### src/rtl/dz_countdown.sv
// Countdown sequencer: debounced start/pause and clear keys drive a START_VAL..0
// count stepped by a clock prescaler; outputs feed the dot-matrix digit stage.

module dz_key_db #(
    parameter int unsigned DB_CYCLES = 20000
) (
    input  logic clk,
    input  logic rst,
    input  logic key,
    output logic press
);
    localparam int unsigned CW = $clog2(DB_CYCLES + 1);
    localparam logic [CW-1:0] DB_LAST = CW'(DB_CYCLES - 1);

    logic          sync_d;
    logic          sync_q;
    logic          db_lvl;
    logic          db_lvl_d;
    logic [CW-1:0] db_cnt;

    always_ff @(posedge clk) begin
        if (rst) begin
            sync_d   <= 1'b0;
            sync_q   <= 1'b0;
            db_lvl   <= 1'b0;
            db_lvl_d <= 1'b0;
            db_cnt   <= '0;
        end else begin
            sync_d   <= key;
            sync_q   <= sync_d;
            db_lvl_d <= db_lvl;
            // A level change is accepted only after DB_CYCLES consecutive mismatches.
            if (sync_q == db_lvl) begin
                db_cnt <= '0;
            end else if (db_cnt == DB_LAST) begin
                db_lvl <= sync_q;
                db_cnt <= '0;
            end else begin
                db_cnt <= db_cnt + 1'b1;
            end
        end
    end

    assign press = db_lvl & ~db_lvl_d;
endmodule

module dz_countdown #(
    parameter int unsigned TICK_DIV  = 1000000,
    parameter int unsigned DB_CYCLES = 20000,
    parameter int unsigned START_VAL = 5
) (
    input  logic       clk,
    input  logic       rst,
    input  logic       key_start,
    input  logic       key_clr,
    output logic [2:0] num,
    output logic       running,
    output logic       done
);
    localparam int unsigned   PW         = $clog2(TICK_DIV);
    localparam logic [PW-1:0] PRESC_LAST = PW'(TICK_DIV - 1);
    localparam logic [2:0]    NUM_INIT   = 3'(START_VAL);

    typedef enum logic [1:0] {
        ST_IDLE,
        ST_RUN,
        ST_PAUSE,
        ST_DONE
    } state_t;

    state_t        state;
    logic [PW-1:0] presc;
    logic          start_press;
    logic          clr_press;
    logic          tick;

    dz_key_db #(.DB_CYCLES(DB_CYCLES)) u_db_start (
        .clk  (clk),
        .rst  (rst),
        .key  (key_start),
        .press(start_press)
    );

    dz_key_db #(.DB_CYCLES(DB_CYCLES)) u_db_clr (
        .clk  (clk),
        .rst  (rst),
        .key  (key_clr),
        .press(clr_press)
    );

    assign tick = (state == ST_RUN) && (presc == PRESC_LAST);

    always_ff @(posedge clk) begin
        if (rst) begin
            state   <= ST_IDLE;
            num     <= NUM_INIT;
            running <= 1'b0;
            done    <= 1'b0;
            presc   <= '0;
        end else begin
            done <= 1'b0;
            if (clr_press) begin
                state   <= ST_IDLE;
                num     <= NUM_INIT;
                running <= 1'b0;
                presc   <= '0;
            end else begin
                case (state)
                    ST_IDLE: begin
                        presc <= '0;
                        if (start_press) begin
                            state   <= ST_RUN;
                            running <= 1'b1;
                        end
                    end
                    ST_RUN: begin
                        // The RUN edge always advances the prescaler, even when pausing,
                        // so a tick coinciding with a pause press is still applied.
                        presc <= tick ? '0 : presc + 1'b1;
                        if (tick && num <= 3'd1) begin
                            num     <= 3'd0;
                            state   <= ST_DONE;
                            running <= 1'b0;
                            done    <= 1'b1;
                        end else begin
                            if (tick) begin
                                num <= num - 3'd1;
                            end
                            if (start_press) begin
                                state   <= ST_PAUSE;
                                running <= 1'b0;
                            end
                        end
                    end
                    ST_PAUSE: begin
                        if (start_press) begin
                            state   <= ST_RUN;
                            running <= 1'b1;
                        end
                    end
                    ST_DONE: begin
                        presc <= '0;
                        num   <= 3'd0;
                        if (start_press) begin
                            num     <= NUM_INIT;
                            state   <= ST_RUN;
                            running <= 1'b1;
                        end
                    end
                    default: begin
                        state   <= ST_IDLE;
                        num     <= NUM_INIT;
                        running <= 1'b0;
                        presc   <= '0;
                    end
                endcase
            end
        end
    end
endmodule

### config.mk
export PLATFORM = sky130hd
export DESIGN_NAME = dz_countdown
export DESIGN_NICKNAME = d
export VERILOG_FILES = /design/src/rtl/dz_countdown.sv
export SDC_FILE = /design/constraint.sdc
export NUM_CORES = 1
export LEC_CHECK = 0
export ABC_AREA = 0
export BUFFER_PORTS_ARGS = -buffer_cell sky130_fd_sc_hd__buf_2
export CORE_MARGIN = 1.5
export CORE_UTILIZATION = 61
export CTS_CLUSTER_DIAMETER = 150
export DETAILED_ROUTE_END_ITERATION = 7
export PLACE_DENSITY = 0.78
export SLEW_MARGIN = 20
export SYNTH_ARGS = -nofsm -noshare
export SYNTH_HDL_FRONTEND = slang
export SYNTH_SLANG_ARGS = --single-unit
### constraint.sdc
create_clock -name clk -period 2.85 [get_ports clk]
set_clock_uncertainty 0.2 [all_clocks]
set_input_delay 0.855 -clock clk [delete_from_list [all_inputs] [get_ports clk]]
set_output_delay 0.855 -clock clk [all_outputs]
set_load 0.02 [all_outputs]
# After elaboration in Yosys (flattened, before gate mapping)
# Cells that the tools add are included.
# Widths: inputs -> output; s select.
# classes
n_bitwise	7
reduce_logical	15
n_lt_le_gt_ge	1
div_mod_pow	0
muxes	15
shift	0
n_eq_ne	11
mul	0
add_sub_neg	4
# ops
op	count
$pmux 20 s2	1
$add 15x1->15 const B	2
$eq 15x15->1 const B	2
$add 20x1->20 const B	1
$eq 20x20->1 const B	1
$mux 20	1
$reduce_or 3->1	4
$mux 3	3
$reduce_and 2->1	4
$mux 2	3
$ne 3x2->1 const B	2
$pmux 3 s2	1
$not 1->1	5
$eq 2x2->1 const B	2
$mux 1	4
$pmux 2 s2	1
$reduce_bool 2->1	2
$reduce_or 2->1	2
$le 3x1->1 const B	1
$sub 3x1->3 const B	1
$and 1x1->1	2
$eq 1x1->1	2
$eq 2x1->1 const B	1
$logic_and 1x1->1	2
other kinds (3)	3
# totals
ram_bits	0
latchBits	0
ff_bits	65
n_memories	0
romBits	0

# Longest topological paths before layout
# depth
ltp_word	5
mapped_depth	8
mapped_depth_nobuf	7

# Cells and area by module
# From an unflattened synthesis, not the netlist that was laid out.
# unflattened
hier_cells	335
hier_area_um2	3037.9
# modules_own_cells
module	area_each_um2	seq_area_each_um2	cells_each	n_inst
dz_countdown	1377.6	540.5	165	1
dz_key_db at u_db_clr	844.6	380.4	87	1
dz_key_db at u_db_start	815.8	380.4	83	1

# Worst setup path before layout
# Ideal clock, no wire load.
# synth_path
path_type	flip-flop to flip-flop
start	reg state[0]
end	reg presc[19]
synth_period_minus_slack_ps	2117
path_slack_ps	733
path_stages_with_launch	9
required_ps	2535
setup_ps	115
arrival_time_ps	1802
path_cell_list	dfxtp_1 -> inv_1 -> ha_1 -> nand4b_1 -> or3_1 -> buf_2 -> nor3_1 -> xnor2_1 -> nor2_1
# synth_between
elab_chain_cells	4
# synth_rtl
element	line_no	rtl
start: declaration	71	state_t state;
start signal: assignment	95	state <= ST_IDLE;
start signal: assignment	103	state <= ST_IDLE;
start signal: assignment	112	state <= ST_RUN;
$eq 2x1->1	91, 108	
$logic_and 1x1->1	91	assign tick = (state == ST_RUN) && (presc == PRESC_LAST);
$mux 20	119	presc <= tick ? '0 : presc + 1'b1;
$pmux 20 s2	108	case (state)
end signal: assignment	119	
end: declaration	72	logic [PW-1:0] presc;
# Several ways; a longest one is shown, not always the timed one.
# A chain may end at the register's enable or synchronous reset.

# Worst setup path in the final report
# layout_path
start	reg state[0]
end	reg presc[13]
# Same word-level chain as after synthesis.

==> results.toml <==
[power]
power_frac_seq = 0.508
p_sw_mw = 0.3644
pwr-share-comb = 0.008
p_leak_nw = 1.060
p_clk_frac = 0.484
p_int_mw = 1.433
p_per_area_nw_per_um2 = 570.8
ir_worst_vdd_v = 0.0003738
p_sw_frac = 0.2027

[sta]
fin_crit_ns = 2.332
tightest_slew_ns = 0.6216
rsz0062_at_grt = "no"
fmax_mhz = 428.7
drv_slew = 0
tns_ns = 0
finalHoldViolCount = 0
report.final.setup_viol = 0
period_share = 0.8184
slew-limit-headroom = 0.5818

[min_path]
whs_path_depth = 1
hp-class = "register to register"

[routing]
drtIter0Drc = 73
wl_um = 4885
ant_nets = 0
viasPerCell = 5.381
post_drt_wl_per_cell_um = 12.59
drc = 0
first_pass_iters = 4
dr_total_vias = 2088

[placed_design]
io_buffers = 8
dp.cells = 372
place_congestion = 0.8989
place.detailed.hpwl_um = 3413

[floorplan]
ios = 9
die_w_um = 71.45
die_h_um = 71.45
coreArea_sq_um = 4444
dieArea_sq_um = 5104
row_count = 24
start_util = 0.6430

[worst_setup_path]
worstPathMaxFanout = 6
critical_path_required_ns = 2.88
arrival_ns = 2.36
start_kind = "register"
end_kind = "register"
criticalPathCategory = "register to register"
ff2ff_path_depth = 7

[synthesis]
yosysWarnings = 0
synth_nets = 330
synth_top_area_cell = "dfxtp_1"
syn_area_sq_um = 2858
synth_cell_types = 41
syn-mean-instance-area_sq_um = 8.958
synth.top_cells.by_area = "dfxtp_1 (46%), nor2_1 (8.9%), xnor2_1 (8.3%), xor2_1 (6.1%), ha_1 (3.1%)"
postSynthCellCount = 319
ys_ff_latch = 65
synth.top_cell.area_share = 0.4553
ys_seq_area_frac = 0.4553

[cts]
cts.sinks = 65
h-tree-depth = 3
ctsResizeCount = 0
clockBufferDepth = 2
clk_latency_ns = 0.34
clkSlewWorstSetupHoldPaths_ns = 0.07
ctsHoldBuffers = 0
cts_tree = "done"
clockRootBuffer = "clkbuf_8"
postCtsSetupBuffers = 0
numCtsBuffers = 9

[finish]
final_common_cell = "nor2_1"
diodes = 0
register_area_sq_um = 1301
drive_gt1_frac = 0.09821
multi_input_area_sq_um = 1454
fin_nets = 342
area_growth_pct = 10.20
fill_cells = 372
layout_common_cells = "nor2_1 (68), dfxtp_1 (65), xnor2_1 (27)"
fin_cells = 388

[grt]
grt_pass1_wl_um = 8818
overflow = 0
antenna_found_initial = 0
use_met3 = 0.09283
grt.busiest_layer = "met2"
use_met2 = 0.3676
gr-usage-all-layers = 0.2231
grt_pass1_vias = 2081
grt_max_degree = 21
use_met1 = 0.2581

[flow_run]
max-cap-violations = 0

[run_status]
outcome = "complete, no violations"
[power groups by stage]
stage	Sequential [mW]	Clock, mW	Combinational, mW
finish	0.913	0.870	0.0144
global route	0.913	0.935	0.0162
floorplan	0.934	0	0.0105
detailed placement	0.934	0	0.0143
global placement	0.934	0	0.0142
CTS	0.913	0.898	0.0146
[metrics by stage]
stage / hold WS (ns) / setup slack (ns) / cell area, sq um / power [mW] / utilization
6_report: 0.2553 / 0.5176 / 3149 / 1.798 / 0.7086
5_1_grt: 0.2813 / 0.3321 / 3149 / 1.865 / 0.7086
4_1_cts: 0.2582 / 0.4976 / 3149 / 1.825 / 0.7086
3_5_place_dp: 0.2372 / 0.5077 / 2920 / 0.9483 / 0.6571
3_3_place_gp: 0.2298 / 0.5686 / 2920 / 0.9481 / 0.6571
2_1_floorplan: 0.2138 / 0.7330 / 2858 / 0.9441 / -
[flip-flops by register name (all words and copies together), names as in the netlist, 2 cells and up]
| signal | cells |
|---|---|
| num | 3 |
| presc | 20 |
| state | 2 |
| u_db_clr.db_cnt | 15 |
| u_db_start.db_cnt | 15 |
[critical path: stages (launching register included)]
cell      delay [ns]
dfxtp_1         0.38
inv_1           0.06
ha_1            0.28
nand4b_1        0.30
or3_1           0.53
nor3_1          0.28
xnor2_1         0.15
nor2_1          0.05
[cells by family (layout without fill, tap and decap cells)]
| group | count (synthesis) | after routing | share of synthesized area |
|---|---|---|---|
| flops | 65 | 65 | 0.4553 |
| fa+ha+maj | 7 | 7 | 0.03065 |
| simple gates | 158 | 158 | 0.2802 |
| buf+inv | 22 | 39 | 0.03590 |
| xor+xnor | 47 | 47 | 0.1440 |
| compound gates | 16 | 16 | 0.03984 |
| mux | 4 | 4 | 0.01401 |
[final cells by class]
class / count / share of cell area
Multi-Input combinational cell: 232 / 0.4617
Sequential cell: 65 / 0.4132
Clock buffer: 10 / 0.04370
Clock inverter: 6 / 0.02900
Tap cell: 52 / 0.02066
Inverter: 14 / 0.01669
Timing Repair Buffer: 9 / 0.01510
[path summary, 6_finish.rpt]
| check | from | to | slack, ns |
|---|---|---|---|
| max reg2reg | state[0] | presc[13] | 0.52 |
| min | u_db_clr.sync_d | u_db_clr.sync_q | 0.26 |
| min reg2reg | u_db_clr.sync_d | u_db_clr.sync_q | 0.26 |
| max | state[0] | presc[13] | 0.52 |
[layer usage]
metal / wire length (um) / share of wire / vias up
met4: 38 / 0.0078 / 0
met3: 166 / 0.034 / 4
li1: - / - / 1093
met2: 2373 / 0.49 / 28
met5: 0 / 0 / -
met1: 2307 / 0.47 / 963
[cell usage after synthesis, drive strengths merged]
| cell type | n |
|---|---|
| a21o | 1 |
| a21oi | 5 |
| a22o | 1 |
| a311oi | 1 |
| and2 | 1 |
| and2b | 3 |
| and3 | 6 |
| and3b | 1 |
| and4 | 1 |
| buf | 5 |
| clkbuf | 3 |
| dfxtp | 65 |
| ha | 7 |
| inv | 14 |
| mux2i | 4 |
| nand2 | 17 |
| nand3 | 17 |
| nand3b | 1 |
| nand4 | 9 |
| nand4b | 3 |
| nor2 | 68 |
| nor2b | 7 |
| nor3 | 11 |
| nor3b | 1 |
| nor4 | 4 |
| nor4b | 3 |
| o211a | 1 |
| o21ai | 5 |
| o311a | 2 |
| or3 | 4 |
| or4b | 1 |
| xnor2 | 27 |
| xor2 | 20 |
Power figures use the tool's default switching activity.
